===== src/rtl/adc_deser_pkg.sv =====
// Shared types and defaults for the DIGOUT lane deserialiser.
package adc_deser_pkg;

  localparam int unsigned LANE_W     = 5;
  localparam int unsigned DEF_NBITS  = 12;
  localparam int unsigned DEF_NLANES = 17;
  localparam int unsigned DEF_ROW_W  = 16;

  typedef enum logic [2:0] {
    S_IDLE    = 3'b001,
    S_CAPTURE = 3'b010,
    S_HANDOFF = 3'b100
  } state_e;

endpackage


===== src/rtl/adc_deser_lane.sv =====
// One serial lane: NBITS shift register filled LSB-first from the MSB end.
module adc_deser_lane #(
  parameter int unsigned NBITS = 12
) (
  input  logic             clk,
  input  logic             rst,
  input  logic             clr,
  input  logic             shift,
  input  logic             din,
  output logic [NBITS-1:0] q
);

  logic [NBITS-1:0] sr_q;

  always_ff @(posedge clk) begin
    if (rst || clr) begin
      sr_q <= '0;
    end else if (shift) begin
      sr_q <= {din, sr_q[NBITS-1:1]};
    end
  end

  assign q = sr_q;

endmodule


===== src/rtl/adc_digout_deser.sv =====
// Deserialises all DIGOUT lanes of a row, double-buffers it and drains one word per beat.
// Optional ramp checker on the output stream: define ADC_DESER_RAMP_CHECK_EN.
module adc_digout_deser
  import adc_deser_pkg::*;
#(
  parameter int unsigned NLANES = DEF_NLANES,
  parameter int unsigned NBITS  = DEF_NBITS,
  parameter int unsigned ROW_W  = DEF_ROW_W
) (
  input  logic              clk,
  input  logic              rst,
  input  logic              RST_BAR_LTCHD,
  input  logic              ADC_DATA_VALID,
  input  logic [NLANES-1:0] DIGOUT,
  output logic              out_valid,
  input  logic              out_ready,
  output logic [NBITS-1:0]  out_data,
  output logic [LANE_W-1:0] out_lane,
  output logic [ROW_W-1:0]  out_row,
  output logic              out_last,
  output logic              frame_done,
  output logic              overrun,
  output logic              frame_err,
  output logic [15:0]       err_cnt
);

  localparam int unsigned      CNT_W     = $clog2(NBITS + 1);
  localparam logic [CNT_W-1:0] LAST_BIT  = CNT_W'(NBITS - 1);
  localparam logic [LANE_W-1:0] LAST_LANE = LANE_W'(NLANES - 1);

  state_e                       state_q, state_d;
  logic [CNT_W-1:0]             bit_cnt_q, bit_cnt_d;
  logic                         rst_bar_q, valid_q;
  logic                         start, bitstb;
  logic                         lane_clr, lane_shift, set_ferr, handoff;
  logic [NLANES-1:0][NBITS-1:0] sr;
  logic [NLANES-1:0][NBITS-1:0] hold_q;
  logic [ROW_W-1:0]             tag_q, row_cnt_q;
  logic                         pending_q;
  logic [LANE_W-1:0]            lane_idx_q;
  logic                         frame_done_q, overrun_q, frame_err_q;
  logic                         accept, lane_last, buf_free;

  assign start  = rst_bar_q & ~RST_BAR_LTCHD;
  assign bitstb = ~valid_q & ADC_DATA_VALID;

  for (genvar i = 0; i < NLANES; i++) begin : g_lane
    adc_deser_lane #(
      .NBITS(NBITS)
    ) u_lane (
      .clk  (clk),
      .rst  (rst),
      .clr  (lane_clr),
      .shift(lane_shift),
      .din  (DIGOUT[i]),
      .q    (sr[i])
    );
  end

  always_comb begin
    state_d    = state_q;
    bit_cnt_d  = bit_cnt_q;
    lane_clr   = 1'b0;
    lane_shift = 1'b0;
    set_ferr   = 1'b0;
    handoff    = 1'b0;
    unique case (state_q)
      S_IDLE: begin
        if (start) begin
          state_d   = S_CAPTURE;
          bit_cnt_d = '0;
          lane_clr  = 1'b1;
        end
      end
      S_CAPTURE: begin
        // A row start beats a coincident bit strobe: that bit belongs to nothing.
        if (start) begin
          set_ferr  = 1'b1;
          bit_cnt_d = '0;
          lane_clr  = 1'b1;
        end else if (bitstb) begin
          lane_shift = 1'b1;
          if (bit_cnt_q == LAST_BIT) begin
            state_d   = S_HANDOFF;
            bit_cnt_d = '0;
          end else begin
            bit_cnt_d = bit_cnt_q + CNT_W'(1);
          end
        end
      end
      S_HANDOFF: begin
        handoff = 1'b1;
        state_d = S_IDLE;
      end
      default: state_d = S_IDLE;
    endcase
  end

  assign accept    = pending_q & out_ready;
  assign lane_last = (lane_idx_q == LAST_LANE);
  assign buf_free  = ~pending_q | (accept & lane_last);

  always_ff @(posedge clk) begin
    if (rst) begin
      state_q      <= S_IDLE;
      bit_cnt_q    <= '0;
      rst_bar_q    <= 1'b1;
      valid_q      <= 1'b0;
      hold_q       <= '0;
      tag_q        <= '0;
      row_cnt_q    <= '0;
      pending_q    <= 1'b0;
      lane_idx_q   <= '0;
      frame_done_q <= 1'b0;
      overrun_q    <= 1'b0;
      frame_err_q  <= 1'b0;
    end else begin
      state_q      <= state_d;
      bit_cnt_q    <= bit_cnt_d;
      rst_bar_q    <= RST_BAR_LTCHD;
      valid_q      <= ADC_DATA_VALID;
      frame_done_q <= 1'b0;
      if (set_ferr) frame_err_q <= 1'b1;
      if (accept) begin
        if (lane_last) begin
          lane_idx_q <= '0;
          pending_q  <= 1'b0;
        end else begin
          lane_idx_q <= lane_idx_q + LANE_W'(1);
        end
      end
      // Load after drain so a same-cycle final accept frees the buffer for this frame.
      if (handoff) begin
        row_cnt_q <= row_cnt_q + ROW_W'(1);
        if (buf_free) begin
          hold_q       <= sr;
          tag_q        <= row_cnt_q;
          pending_q    <= 1'b1;
          lane_idx_q   <= '0;
          frame_done_q <= 1'b1;
        end else begin
          overrun_q <= 1'b1;
        end
      end
    end
  end

  assign out_valid  = pending_q;
  assign out_data   = hold_q[lane_idx_q];
  assign out_lane   = lane_idx_q;
  assign out_row    = tag_q;
  assign out_last   = lane_last;
  assign frame_done = frame_done_q;
  assign overrun    = overrun_q;
  assign frame_err  = frame_err_q;

`ifdef ADC_DESER_RAMP_CHECK_EN
  logic [NBITS-1:0] exp_q;
  logic [15:0]      err_cnt_q;

  always_ff @(posedge clk) begin
    if (rst) begin
      exp_q     <= '0;
      err_cnt_q <= '0;
    end else if (accept) begin
      if ((out_data != exp_q) && (err_cnt_q != 16'hFFFF)) err_cnt_q <= err_cnt_q + 16'd1;
      if (lane_last) exp_q <= exp_q + NBITS'(1);
    end
  end

  assign err_cnt = err_cnt_q;
`else
  assign err_cnt = '0;
`endif

endmodule


===== config.mk =====
export PLATFORM = sky130hd
export DESIGN_NAME = adc_digout_deser
export DESIGN_NICKNAME = d
export VERILOG_FILES = /design/src/rtl/adc_deser_pkg.sv /design/src/rtl/adc_deser_lane.sv /design/src/rtl/adc_digout_deser.sv
export SDC_FILE = /design/constraint.sdc
export NUM_CORES = 1
export LEC_CHECK = 0
export BUFFER_PORTS_ARGS = -buffer_cell sky130_fd_sc_hd__buf_4
export CAP_MARGIN = 20
export CORE_UTILIZATION = 65
export DETAILED_ROUTE_END_ITERATION = 16
export PLACE_DENSITY = 0.95
export SETUP_SLACK_MARGIN = 0.5
export SLEW_MARGIN = 20
export SYNTH_ARGS = -nofsm -noshare
export SYNTH_HDL_FRONTEND = slang
export SYNTH_HIERARCHICAL = 1
export SYNTH_SLANG_ARGS = --single-unit
export TNS_END_PERCENT = 5

===== constraint.sdc =====
create_clock -name clk -period 8.4 [get_ports clk]
set_input_delay 0.84 -clock clk [delete_from_list [all_inputs] [get_ports clk]]
set_output_delay 0.84 -clock clk [all_outputs]
set_load 0.05 [all_outputs]

==> reports/metrics.yaml <==
drt-pass1-iter-count: 5
path_cells: "buf_4 -> mux2i_1 -> o22ai_1 -> a221oi_1 -> nand2_1 -> buf_4"
ys.flop_type: "dfxtp_1"
critPathMaxStageDelay_ns: 0.84
portBuffers: 59
combPwrFrac_pct: 2.1
wl_um: 39990
ys_seq_elements: 458
grt_pass1_wl_um: 63690
path_depth: 6
vias: 12210
syn_inst: 1545
ir_drop_mv: 0.2662
cp.arrival_ns: 3.34
critPathSlowestCell: "dfxtp_4"
synth_compound_area_share_pct: 14.33
cp-endpoint: "out_data[0]"
relSlewSlack_pct: 27.79
design_area_sq_um: 19030
clock-root-buffer: "clkbuf_16"
synth.largest_area_cell: "dfxtp_1"
slew_viol_final: 0
wire_per_inst_um: 20.86
cts_resized: 0
rsz0062_at_grt: "false"
muxShareOfSynthArea_pct: 17.84
worstMarginPinSlew_ns: 1.079
pre_cts_slack_ns: 4.714
synth_seq_area_share_pct: 53.53
fin_util_pct: 73.23
p_sw_share_pct: 20.77
ys_async_sr_fraction_pct: 0
io_pins: 76
synth_cell_type_count: 53
nets: 1575
clk_pin_slew_ns: 0.06
crit_top_cell: "buf_4"
final_cell_mix: "dfxtp_1 (457), mux2i_1 (276), nor2_1 (225), a22o_1 (220), buf_4 (67)"
drive_gt1_share_pct: 10.68
worstPathBufferInverterCount: 2
yosys_warnings: 6
final_common_cell: "dfxtp_1"
die_area_sq_um: 27010
synth-xor-area-share_pct: 0.5625
power.switching_uw: 912.1
min_period_over_period_pct: 49.70
drtIter0Drc: 1269
grt_max_degree: 206
seqPwrFrac_pct: 49.5
cap_violations: 0
start_util_pct: 65.92
h-tree-depth: 2
finClkSkew_ns: 0.01409
place_hpwl_um: 23160
p_leak_uw: 0.006619
cp-start-kind: "flop"
required_ns: 7.56
grt_pass1_vias: 12120
synth_area_per_cell_sq_um: 11.09
place.gp.congestion: 0.9128
postPlaceCellArea_sq_um: 17460
grt.overflow.total: 0
syn_area_sq_um: 17130
antenna_found_initial: 0
synthSimpleGateAreaFrac_pct: 9.065
setup_ws_ns: 4.225
setup_tns_ns: 0
grt_use_total_pct: 29.88
finalSetupViolCount: 0
final_antenna_net_count: 0
synth_top_area_share_pct: 53.53
outcome: "complete, no violations"
end_kind: "output port"
cp-startpoint: "out_lane[1]"
powerDensity_nw_per_um2: 230.8
area_growth_pct: 11.10
fp.dieH_um: 164.3
synth_edf_count: 0
diodes: 0
intPower_uw: 3480
cts_num_sinks: 458
worstSkewPairLatency_ns: 0.54
power_frac_clock_pct: 48.4
rows: 59
min_period_ns: 4.175
clockBufferDepth: 3
die_w_um: 164.3
ys_top_cells_by_area: "dfxtp_1 (54%), mux2i_1 (16%), a22o_1 (11%)"
vias_per_cell: 6.367
cts_setup_buffers: 0
synth_top_family_by_area: "multiplexers"
drc: 0
crit_family: "buffers and inverters"
worstPathMaxFanout: 45
cts_buffers: 44
r2r_end: "hold_q[110]"
holdCritPathClass: "reg -> reg"
hold_buffers: 0
regToRegSetupSlack_ns: 4.49
cts_tree: "done"
worst-setup-path-type: "reg -> out"
r2r_cells: 8
synthAdderAreaFrac_pct: 0.2922
core_sq_um: 25980
fill_cells: 1570
hold_viol: 0
timing.fmax_ghz: 0.2395
r2r-start: "out_lane[1]"
[Yosys cell counts, drive strengths merged (5+ instances only)]
cell,n
nor2b,5
dfxtp,458
o21ai,7
nand3,18
nand2b,8
mux4,13
mux2i,276
a21oi,24
or2,19
xnor2,7
a221oi,12
nor2,226
a22o,220
inv,6
nand2,34
nor3,9
o22ai,11
clkbuf,40
buf,86
nand4,5
a22oi,13
[flip-flops by register name, summed over array words and instances (netlist names)]
name / flops
bit_cnt_q: 4
frame_done: 1
frame_err: 1
g_lane.u_lane/q: 204
hold_q: 204
out_lane: 5
out_row: 16
out_valid: 1
overrun: 1
row_cnt_q: 16
rst_bar_q: 1
state_q: 3
valid_q: 1
[per-stage QoR]
step	power, uW	instances	hold WS, ns
after global placement	2310	1838	0.4481
after global routing	4500	1917	0.4829
after detailed placement	2312	1838	0.4497
after floorplan	2297	1560	0.4415
final	4392	1917	0.4748
after CTS	4404	1917	0.4729
[layer usage]
layer / track usage (%) / routed length [um] / vias up
met5: 0 / 0 / -
met2: 51.61 / 19640 / 459
met3: 7.197 / 2771 / 122
met4: 12.12 / 1393 / 0
li1: - / - / 5580
met1: 35.51 / 16180 / 6045
[worst min-delay path by stage]
stage | from | end | slack [ns] | cells past startpoint
after floorplan | g_lane[15].u_lane/q[0] | hold_q[180] | 0.44 | 1
after global placement | g_lane[16].u_lane/q[0] | hold_q[192] | 0.45 | 1
after detailed placement | g_lane[3].u_lane/q[0] | hold_q[36] | 0.45 | 1
after CTS | g_lane[15].u_lane/q[0] | hold_q[180] | 0.47 | 1
after global routing | g_lane[15].u_lane/q[0] | hold_q[180] | 0.48 | 1
final | g_lane[15].u_lane/q[0] | hold_q[180] | 0.47 | 1
[power by group through the flow]
stage          combinational [uW]  clock (uW)  sequential, uW
2_1_floorplan                74.3           0            2220
3_3_place_gp                 88.0           0            2220
3_5_place_dp                 90.2           0            2220
4_1_cts                      91.6        2140            2170
5_1_grt                      98.6        2230            2170
6_report                     93.1        2130            2170
[final cells by class]
cell class / count / area [sq um] / area share [%]
clock buffer: 56 / 1237 / 6.503
sequential: 458 / 9173 / 48.20
timing repair buffer: 69 / 543.0 / 2.854
inverter: 6 / 22.52 / 0.1184
clock inverter: 23 / 330.3 / 1.736
tap: 335 / 419.2 / 2.203
multi-input combinational: 970 / 7305 / 38.39
[cell families after synthesis]
family          after synthesis
fa+ha+maj                     4
xor+xnor                     11
buf+inv                     132
other cells                   1
mux                         289
flops                       458
simple gates                350
compound gates              300
No activity file was read; power rests on OpenSTA's default activity.
